$ cat config.mk
export PLATFORM = sky130hd
export DESIGN_NAME = rom_seq_flat
export DESIGN_NICKNAME = d
export VERILOG_FILES = /design/src/rtl/rom_seq_pkg.sv /design/src/rtl/rom_seq_if.sv /design/src/rtl/rom_seq_regs.sv /design/src/rtl/rom_seq.sv /design/src/flat_wrapper.sv
export SDC_FILE = /design/constraint.sdc
export NUM_CORES = 1
export LEC_CHECK = 0
export CORE_ASPECT_RATIO = 1.4
export CORE_MARGIN = 10
export CORE_UTILIZATION = 45
export DETAILED_ROUTE_END_ITERATION = 10
export GPL_TIMING_DRIVEN = 1
export PLACE_DENSITY = 0.74
export SYNTH_ARGS = -nofsm -noshare
export SYNTH_HDL_FRONTEND = slang
export SYNTH_SLANG_ARGS = --single-unit
$ cat constraint.sdc
create_clock -name clk -period 2.5 [get_ports clk]
set_input_delay 0.25 -clock clk [delete_from_list [all_inputs] [get_ports clk]]
set_output_delay 0.25 -clock clk [all_outputs]
set_load 0.05 [all_outputs]
$ cat src/rtl/rom_seq_pkg.sv
// rom_seq_pkg: shared definitions for the ROM-driven UART sequencer.
//   state_t     - sequencer FSM states
//   op_class_t  - decoded instruction class
//   OPC_*       - opcode constants / opcode-group prefixes
//   op_class()  - maps a raw opcode byte to its instruction class
package rom_seq_pkg;

  typedef enum logic [2:0] {
    IDLE,
    FETCH,
    DECODE,
    IMM_LO,
    IMM_HI,
    TX_WAIT,
    TX_END,
    LD_DATA
  } state_t;

  typedef enum logic [3:0] {
    OP_HALT,
    OP_JUMP,
    OP_MOV,
    OP_SEND,
    OP_DEC,
    OP_INC,
    OP_ADD,
    OP_JNZ,
    OP_LD,
    OP_BAD
  } op_class_t;

  localparam logic [7:0] OPC_HALT = 8'h00;
  localparam logic [7:0] OPC_JUMP = 8'h01;
  // Register-indexed groups: the low two bits select the register.
  localparam logic [5:0] OPC_MOV  = 6'b0000_01;  // 04-07
  localparam logic [5:0] OPC_SEND = 6'b0000_10;  // 08-0B
  localparam logic [5:0] OPC_DEC  = 6'b0000_11;  // 0C-0F
  localparam logic [5:0] OPC_JNZ  = 6'b0001_00;  // 10-13
  localparam logic [5:0] OPC_INC  = 6'b0001_10;  // 18-1B
  // Two-register groups: op[3:2] and op[1:0] are operands.
  localparam logic [3:0] OPC_ADD  = 4'h8;        // 80-8F
  localparam logic [3:0] OPC_LD   = 4'hC;        // C0-CF

  function automatic op_class_t op_class(input logic [7:0] op);
    op_class_t c;
    c = OP_BAD;
    if (op == OPC_HALT)             c = OP_HALT;
    else if (op == OPC_JUMP)        c = OP_JUMP;
    else if (op[7:2] == OPC_MOV)    c = OP_MOV;
    else if (op[7:2] == OPC_SEND)   c = OP_SEND;
    else if (op[7:2] == OPC_DEC)    c = OP_DEC;
    else if (op[7:2] == OPC_JNZ)    c = OP_JNZ;
    else if (op[7:2] == OPC_INC)    c = OP_INC;
    else if (op[7:4] == OPC_ADD)    c = OP_ADD;
    else if (op[7:4] == OPC_LD)     c = OP_LD;
    return c;
  endfunction

endpackage

$ cat src/rtl/rom_seq_if.sv
// rom_seq_if: ROM read port and UART write port of the sequencer.
//   rom_addr  - ROM byte address (sequencer -> ROM)
//   rom_data  - ROM data, one cycle after rom_addr (ROM -> sequencer)
//   tx_data   - byte offered to the UART
//   tx_wr     - one-cycle UART write strobe
//   tx_busy   - UART busy; no write while high
// master = sequencer side, slave = ROM/UART side.
interface rom_seq_if #(
  parameter int ADDR_W = 9
);
  logic [ADDR_W-1:0] rom_addr;
  logic [7:0]        rom_data;
  logic [7:0]        tx_data;
  logic              tx_wr;
  logic              tx_busy;

  modport master (
    output rom_addr, tx_data, tx_wr,
    input  rom_data, tx_busy
  );

  modport slave (
    input  rom_addr, tx_data, tx_wr,
    output rom_data, tx_busy
  );
endinterface

$ cat src/rtl/rom_seq_regs.sv
// rom_seq_regs: 4 x 8-bit register file r0..r3.
//   clk, reset         - clock, asynchronous active-high reset (clears all regs)
//   we, waddr, wdata   - single write port, takes effect at the rising edge
//   raddr_a/b, rdata_a/b - two combinational read ports
module rom_seq_regs (
  input  logic       clk,
  input  logic       reset,
  input  logic       we,
  input  logic [1:0] waddr,
  input  logic [7:0] wdata,
  input  logic [1:0] raddr_a,
  input  logic [1:0] raddr_b,
  output logic [7:0] rdata_a,
  output logic [7:0] rdata_b
);
  logic [3:0][7:0] regs_q, regs_d;

  always_comb begin
    regs_d = regs_q;
    if (we) regs_d[waddr] = wdata;
  end

  always_ff @(posedge clk or posedge reset) begin
    if (reset) regs_q <= '0;
    else       regs_q <= regs_d;
  end

  assign rdata_a = regs_q[raddr_a];
  assign rdata_b = regs_q[raddr_b];
endmodule

$ cat src/rtl/rom_seq.sv
// rom_seq: tiny byte-code sequencer that runs a program out of a synchronous
// ROM and pushes bytes to a UART.
//   clk, reset - clock, asynchronous active-high reset
//   start      - one-cycle request to run from address 0 (honoured only in IDLE)
//   bus        - rom_seq_if master: ROM address/data, UART tx_data/tx_wr/tx_busy
//   busy       - high whenever the FSM is not IDLE
//   done       - one-cycle pulse after HALT executes
//   err        - sticky invalid-opcode flag, cleared by the next accepted start
module rom_seq
  import rom_seq_pkg::*;
#(
  parameter int ADDR_W  = 9,
  parameter int LD_BASE = 256
) (
  input  logic          clk,
  input  logic          reset,
  input  logic          start,
  rom_seq_if.master     bus,
  output logic          busy,
  output logic          done,
  output logic          err
);

  state_t            state_q, state_d;
  state_t            nxt_q, nxt_d;      // consumer state entered after FETCH
  logic [ADDR_W-1:0] ptr_q, ptr_d;
  logic [ADDR_W-1:0] ret_q, ret_d;      // LD return pointer
  logic [7:0]        op_q, op_d;
  logic [7:0]        lo_q, lo_d;        // low jump-target byte
  logic              take_q, take_d;    // jump taken at IMM_HI
  logic [7:0]        tx_data_q, tx_data_d;
  logic              done_q, done_d;
  logic              err_q, err_d;

  logic              rf_we;
  logic [1:0]        rf_waddr, rf_raddr_a, rf_raddr_b;
  logic [7:0]        rf_wdata, rf_rdata_a, rf_rdata_b;

  op_class_t         cls, op_q_cls;
  logic [ADDR_W-1:0] ptr_inc, ld_addr;

  assign cls      = op_class(bus.rom_data);
  assign op_q_cls = op_class(op_q);
  assign ptr_inc  = ptr_q + ADDR_W'(1);
  // LD reads the register pair {r[2p+1], r[2p]} through ports A (high) and B (low).
  assign ld_addr  = ADDR_W'(LD_BASE) + ADDR_W'({rf_rdata_a, rf_rdata_b});

  always_comb begin
    // Read ports are addressed straight from the opcode on rom_data so the
    // DECODE cycle sees the register file contents directly.
    rf_raddr_a = bus.rom_data[1:0];
    rf_raddr_b = bus.rom_data[3:2];
    if (cls == OP_LD) begin
      rf_raddr_a = {bus.rom_data[1], 1'b1};
      rf_raddr_b = {bus.rom_data[1], 1'b0};
    end
  end

  always_comb begin
    state_d   = state_q;
    nxt_d     = nxt_q;
    ptr_d     = ptr_q;
    ret_d     = ret_q;
    op_d      = op_q;
    lo_d      = lo_q;
    take_d    = take_q;
    tx_data_d = tx_data_q;
    done_d    = 1'b0;
    err_d     = err_q;
    rf_we     = 1'b0;
    rf_waddr  = bus.rom_data[1:0];
    rf_wdata  = bus.rom_data;

    case (state_q)
      IDLE: begin
        if (start) begin
          ptr_d   = '0;
          err_d   = 1'b0;
          state_d = FETCH;
          nxt_d   = DECODE;
        end
      end

      FETCH: state_d = nxt_q;

      DECODE: begin
        op_d    = bus.rom_data;
        ptr_d   = ptr_inc;
        state_d = FETCH;
        nxt_d   = DECODE;
        case (cls)
          OP_HALT: begin
            done_d  = 1'b1;
            state_d = IDLE;
          end
          OP_JUMP: begin
            take_d = 1'b1;
            nxt_d  = IMM_LO;
          end
          OP_JNZ: begin
            take_d = (rf_rdata_a != 8'h00);
            nxt_d  = IMM_LO;
          end
          OP_MOV:  nxt_d = IMM_LO;
          OP_SEND: begin
            tx_data_d = rf_rdata_a;
            state_d   = TX_WAIT;
          end
          OP_DEC: begin
            rf_we    = 1'b1;
            rf_wdata = rf_rdata_a - 8'd1;
          end
          OP_INC: begin
            rf_we    = 1'b1;
            rf_wdata = rf_rdata_a + 8'd1;
          end
          OP_ADD: begin
            rf_we    = 1'b1;
            rf_waddr = bus.rom_data[3:2];
            rf_wdata = rf_rdata_b + rf_rdata_a;
          end
          OP_LD: begin
            ret_d = ptr_inc;
            ptr_d = ld_addr;
            nxt_d = LD_DATA;
          end
          default: begin
            err_d   = 1'b1;
            state_d = IDLE;
          end
        endcase
      end

      IMM_LO: begin
        ptr_d   = ptr_inc;
        state_d = FETCH;
        if (op_q_cls == OP_MOV) begin
          rf_we    = 1'b1;
          rf_waddr = op_q[1:0];
          nxt_d    = DECODE;
        end else begin
          lo_d  = bus.rom_data;
          nxt_d = IMM_HI;
        end
      end

      IMM_HI: begin
        ptr_d   = take_q ? ADDR_W'({bus.rom_data, lo_q}) : ptr_inc;
        state_d = FETCH;
        nxt_d   = DECODE;
      end

      TX_WAIT: if (!bus.tx_busy) state_d = TX_END;

      TX_END: begin
        state_d = FETCH;
        nxt_d   = DECODE;
      end

      LD_DATA: begin
        rf_we    = 1'b1;
        rf_waddr = op_q[3:2];
        ptr_d    = ret_q;
        state_d  = FETCH;
        nxt_d    = DECODE;
      end

      default: state_d = IDLE;
    endcase
  end

  always_ff @(posedge clk or posedge reset) begin
    if (reset) begin
      state_q   <= IDLE;
      nxt_q     <= DECODE;
      ptr_q     <= '0;
      ret_q     <= '0;
      op_q      <= '0;
      lo_q      <= '0;
      take_q    <= 1'b0;
      tx_data_q <= '0;
      done_q    <= 1'b0;
      err_q     <= 1'b0;
    end else begin
      state_q   <= state_d;
      nxt_q     <= nxt_d;
      ptr_q     <= ptr_d;
      ret_q     <= ret_d;
      op_q      <= op_d;
      lo_q      <= lo_d;
      take_q    <= take_d;
      tx_data_q <= tx_data_d;
      done_q    <= done_d;
      err_q     <= err_d;
    end
  end

  rom_seq_regs u_regs (
    .clk     (clk),
    .reset   (reset),
    .we      (rf_we),
    .waddr   (rf_waddr),
    .wdata   (rf_wdata),
    .raddr_a (rf_raddr_a),
    .raddr_b (rf_raddr_b),
    .rdata_a (rf_rdata_a),
    .rdata_b (rf_rdata_b)
  );

  assign bus.rom_addr = ptr_q;
  assign bus.tx_data  = tx_data_q;
  assign bus.tx_wr    = (state_q == TX_END);
  assign busy         = (state_q != IDLE);
  assign done         = done_q;
  assign err          = err_q;

endmodule
$ cat src/flat_wrapper.sv
// flat-port wrapper written by rule: the top's interface ports become plain ports
module rom_seq_flat import rom_seq_pkg::*;
#(
  parameter int ADDR_W  = 9,
  parameter int LD_BASE = 256
)
  (clk, reset, start, busy, done, err, bus_rom_addr, bus_tx_data, bus_tx_wr, bus_rom_data, bus_tx_busy);
  rom_seq_if #(.ADDR_W(ADDR_W)) bus_i ();
  input  logic clk;
  input  logic reset;
  input  logic start;
  output logic busy;
  output logic done;
  output logic err;
  output wire logic [$bits(bus_i.rom_addr)-1:0] bus_rom_addr;
  output wire logic [$bits(bus_i.tx_data)-1:0] bus_tx_data;
  output wire logic [$bits(bus_i.tx_wr)-1:0] bus_tx_wr;
  input wire logic [$bits(bus_i.rom_data)-1:0] bus_rom_data;
  input wire logic [$bits(bus_i.tx_busy)-1:0] bus_tx_busy;
  assign bus_rom_addr = bus_i.rom_addr;
  assign bus_tx_data = bus_i.tx_data;
  assign bus_tx_wr = bus_i.tx_wr;
  assign bus_i.rom_data = bus_rom_data;
  assign bus_i.tx_busy = bus_tx_busy;
  rom_seq #(.ADDR_W(ADDR_W), .LD_BASE(LD_BASE)) u_core (.clk(clk), .reset(reset), .start(start), .bus(bus_i), .busy(busy), .done(done), .err(err));
endmodule
==> impl.org <==
** Detailed routing
- Vias :: 4650
- Antenna Nets Post-Route :: 0
- In the routed layout, each cell is associated on average with a via count of 5.92.
- Per-cell routed wire length :: 20.3 um
- Final routed DRC violation total :: 0
- In this run, the number of DRC markers left after iteration 0 of detailed routing was 312.
- Routed WL :: 15.9 mm
- First drt pass iteration count :: 5

** Cells and area
- Area used by multi-input combinational logic :: 0.00319 mm^2
- Layout Nets :: 657
- In the final layout, the share of cells above drive strength 1 is 38.2%.
- Across the whole layout, storage elements account for 0.00208 mm^2.
- In the layout the commonest cells are sky130_fd_sc_hd__buf_4, sky130_fd_sc_hd__dfrtp_1, sky130_fd_sc_hd__nand2_1, sky130_fd_sc_hd__mux2_2, sky130_fd_sc_hd__nor2_1.
- Layout overhead on the synthesized area :: 34.7%
- Final-layout fill cell count :: 919
- Post-Layout Cell Count :: 785
- The library cell used most frequently in the layout, excluding fill and tap cells, is sky130_fd_sc_hd__buf_4.
- Antenna diode count :: 0

** Die
- Measured along the x axis, the die boundary spans 111 um.
- The die is 147 um tall.
- The floorplan step defined a core boundary enclosing 0.0113 mm^2.
- The die covers 0.0162 mm^2.
- For this configuration, the core starts out at a cell density of 45.9%.
- Row generation in the floorplan step produced 46 rows.
- During I/O placement, the number of pins put on the boundary was 33.

** GRT
- Entering global routing, the biggest net connects 39 pins.
- Via count of the first global-routing pass :: 4708
- The first global-routing pass estimated 25.2 mm of wire.
- For this run the aggregate overflow at the end of global routing stands at 0.
- The initial antenna violation count is 0.
- GRT Util Overall :: 19.0%

** Pwr
- Power spread over the standard cell area amounts to 1080 mW/mm^2.
- For this design the static power due to leakage is 0.00321 uW.
- Peak supply drop :: 0.000500 V

** Setup path
- The worst register-to-register path begins at u_core.u_regs.regs_q[0].
- Maximum fanout along the worst path :: 4
- On the worst path, the slowest cell contributes a delay of 540 ps.
- Slowest cell on the critical path :: sky130_fd_sc_hd__or4b_4
- In this run the critical register-to-register path is captured at u_core.u_regs.regs_q[6].
- Counting stages on the worst path, the most repeated cell is sky130_fd_sc_hd__buf_6.
- Cell breakdown of the critical path :: buf_6 -> or4b_4 -> o211ai_2 -> a21boi_4 -> mux2i_4 -> buf_6 -> mux2_4 -> a21boi_2 -> ha_1 -> a21o_1 -> a21oi_2 -> o21ai_2 -> o41ai_2 -> buf_4 -> or2b_4 -> nor2_1 -> a211o_1
- STA classifies the critical path endpoint as a flop.
- Slack of the worst reg-to-reg path :: -240 ps
- Critical path required time :: 2730 ps
- The worst setup path is of the in -> reg kind.
- Type of element launching the critical path :: input port
- At the worst endpoint, the arrival time is 3860 ps.
- Counting cells, the worst reg-to-reg path comes to 10.

** Timing
- Timing-limited maximum frequency :: 276 MHz
- Transition time of the tightest slew-check pin :: 651 ps
- For the finished layout, the period the worst path requires is 3620 ps.
- Clock skew on the completed layout was measured at 8.61 ps.
- Setup slack on the critical path of the routed design comes to -1120 ps.
- The worst path uses 145% of the clock period.
- Setup violations remaining at the end of the flow were counted as 32.
- Unrepaired setup endpoints after global routing :: true
- The final max-slew violation count came to 0.
- Setup total negative slack on the finished layout was measured at -24520 ps.
- The number of endpoints with negative hold slack in the final report came to 0.
- Normalized max-slew margin :: 56.6%
- Hold timing on the final database bottoms out at a slack of 272 ps.

** Yosys
- Number of distinct library cell variants in the gate-level netlist after synthesis :: 69
- Main area contributors after synthesis :: sky130_fd_sc_hd__dfrtp_1, sky130_fd_sc_hd__mux2_2, sky130_fd_sc_hd__nand2_1
- Cell accounting for the most synthesized area :: sky130_fd_sc_hd__dfrtp_1
- Post-Syn Instances :: 518
- After synthesis, the share of flip-flops with an asynchronous set or reset is 100%.
- Dominant synthesized flop cell :: sky130_fd_sc_hd__dfrtp_1
- Net Count, Synth :: 539
- Post-synth design cell area :: 0.00517 mm^2
- Of the synthesized area, sequential elements account for 40.2%.
- Syn Area/Cell :: 9.99 um^2
- Yosys mapped a number of flops with a built-in enable equal to 0.
- Counting flops and latches in the post-synthesis netlist gives 83.
- After synthesis, the largest area contributor takes up 39.7% of total cell area.
- The Yosys step of the flow raised 0 warnings.

** Clocking
- TritonCTS built the clock tree.
- Clock sink total :: 83
- The clock tree synthesis step divided the H-tree into 3 levels.
- Buffer levels on the longest clock path :: 2
- Clock tree root driver cell :: sky130_fd_sc_hd__clkbuf_16
- Buffers inserted to repair hold after CTS numbered 0.
- Num CTS Buffers :: 9
- Clock latency on the worst-skew pair, taken at its later pin, is 350 ps.
- Clk pin slew, worst setup/hold paths :: 60 ps

** Placement
- In this run the tool buffered the top-level ports with 32 buffer cells.
- Number of placed cells counting well taps :: 757
- The congestion estimate from routability-driven global placement came to 0.951.
- After legalization and detailed placement, the total HPWL measured 11.8 mm.
- Dpl ws :: -1850 ps

** Flow run
- Max-cap violations in this run came to 0.

** Worst hold path
- Class of the tightest hold or removal check :: in -> async

** Status
- Outcome :: complete, but fails checks
- The checks that failed: negative setup slack.
==> area by class of cell <==
cell class	count	share of cell area, %
clock buffers	11	3.34
inverters	9	0.503
repair buffers	138	16.9
well taps	144	2.59
flip-flops and latches	83	29.8
clock inverters	5	1.11
multi-input cells	395	45.8
==> how the worst max path moves through the flow <==
| stage | from | endpoint | slack [ps] | depth (start not counted) |
|---|---|---|---|---|
| floorplan | bus_rom_data[2] | u_core.u_regs.regs_q[22] | -1430 | 17 |
| detailed placement | bus_rom_data[2] | u_core.u_regs.regs_q[22] | -1850 | 17 |
| CTS | bus_rom_data[7] | u_core.u_regs.regs_q[6] | -1120 | 17 |
| global placement | bus_rom_data[2] | u_core.u_regs.regs_q[22] | -1780 | 18 |
| finish | bus_rom_data[3] | u_core.u_regs.regs_q[23] | -1120 | 17 |
| global route | bus_rom_data[3] | u_core.u_regs.regs_q[7] | -1330 | 17 |
==> metrics by stage <==
step	total power (uW)	utilization (%)	instance area [um^2]
after floorplan	4440	-	5270
after global placement	5650	56.0	6320
after detailed placement	5760	56.0	6320
after CTS	7330	60.1	6780
after global routing	7920	61.8	6970
final	7530	61.8	6970
==> cell usage after synthesis (2+ instances only) <==
| master | n |
|---|---|
| sky130_fd_sc_hd__dfrtp_1 | 82 |
| sky130_fd_sc_hd__nand2_1 | 77 |
| sky130_fd_sc_hd__mux2_2 | 51 |
| sky130_fd_sc_hd__nor2_1 | 37 |
| sky130_fd_sc_hd__o21ai_0 | 32 |
| sky130_fd_sc_hd__a21oi_1 | 27 |
| sky130_fd_sc_hd__mux2i_1 | 23 |
| sky130_fd_sc_hd__clkbuf_1 | 14 |
| sky130_fd_sc_hd__nand3_1 | 12 |
| sky130_fd_sc_hd__ha_1 | 8 |
| sky130_fd_sc_hd__inv_1 | 8 |
| sky130_fd_sc_hd__mux4_2 | 8 |
| sky130_fd_sc_hd__nor3_1 | 8 |
| sky130_fd_sc_hd__a211o_1 | 7 |
| sky130_fd_sc_hd__o22ai_1 | 7 |
| sky130_fd_sc_hd__xnor2_1 | 7 |
| sky130_fd_sc_hd__a221o_1 | 6 |
| sky130_fd_sc_hd__o21a_1 | 6 |
| sky130_fd_sc_hd__a21o_1 | 5 |
| sky130_fd_sc_hd__buf_2 | 5 |
| sky130_fd_sc_hd__nand2b_1 | 5 |
| sky130_fd_sc_hd__xor2_1 | 5 |
| sky130_fd_sc_hd__a31oi_1 | 4 |
| sky130_fd_sc_hd__buf_6 | 4 |
| sky130_fd_sc_hd__a211oi_1 | 3 |
| sky130_fd_sc_hd__a21o_2 | 3 |
| sky130_fd_sc_hd__a32o_1 | 3 |
| sky130_fd_sc_hd__and2_1 | 3 |
| sky130_fd_sc_hd__buf_1 | 3 |
| sky130_fd_sc_hd__clkbuf_8 | 3 |
| sky130_fd_sc_hd__nor2b_1 | 3 |
| sky130_fd_sc_hd__a32oi_1 | 2 |
| sky130_fd_sc_hd__and2_2 | 2 |
| sky130_fd_sc_hd__mux2_1 | 2 |
| sky130_fd_sc_hd__nand4_1 | 2 |
| sky130_fd_sc_hd__nor3b_1 | 2 |
| sky130_fd_sc_hd__nor4b_2 | 2 |
| sky130_fd_sc_hd__o211ai_2 | 2 |
| sky130_fd_sc_hd__o21bai_1 | 2 |
| sky130_fd_sc_hd__o221ai_1 | 2 |
| sky130_fd_sc_hd__or2b_2 | 2 |
| sky130_fd_sc_hd__or4b_1 | 2 |
==> flip-flops by register name (all words and copies together) (netlist names) <==
register and flops:
u_core.u_regs.regs_q 32, u_core.bus.rom_addr 9, u_core.ret_q 9, u_core.bus.tx_data 8, u_core.lo_q 8, u_core.op_q 8, u_core.nxt_q 3, u_core.state_q 3
u_core.done 1, u_core.err 1, u_core.take_q 1
==> report_power, final <==
part | internal [uW] | total [uW] | leakage [uW] | switching (uW)
clock network | 872 | 1410 | 0.000150 | 538
logic | 1860 | 3790 | 0.00199 | 1920
registers | 1840 | 2330 | 0.00108 | 494
==> cells by family after synthesis <==
logic type	after synthesis	share of synthesized area, %
flops	83	40.2
fa+ha+maj	9	2.32
compound gates	123	16.3
simple gates	165	14.8
buf+inv	40	4.28
mux	86	20.0
xor+xnor	12	2.03
==> routing by layer <==
layer / part of all wire [%] / up-vias / GRT usage (%)
met4: 3.5 / 0 / 9.14
met5: 0 / - / 0
met2: 54 / 184 / 34.9
met3: 4.7 / 40 / 3.22
met1: 38 / 2304 / 20.4
li1: - / 2122 / -
==> critical path, delay by kind of cell <==
family	cells	cell delay, ps
AOI/OAI and AO/OA	8	1550
adders and majority gates	1	250
buffers and inverters	3	440
muxes	2	630
and+or+nand+nor	3	730
==> timing repair <==
| item | in CTS | in global routing |
|---|---|---|
| setup endpoints to repair | 42 | 33 |
| resized for setup | 46 | 36 |
| setup buffers | 7 | 6 |
| pin swaps | 20 | 27 |
No activity file was read; power rests on OpenSTA's default activity.
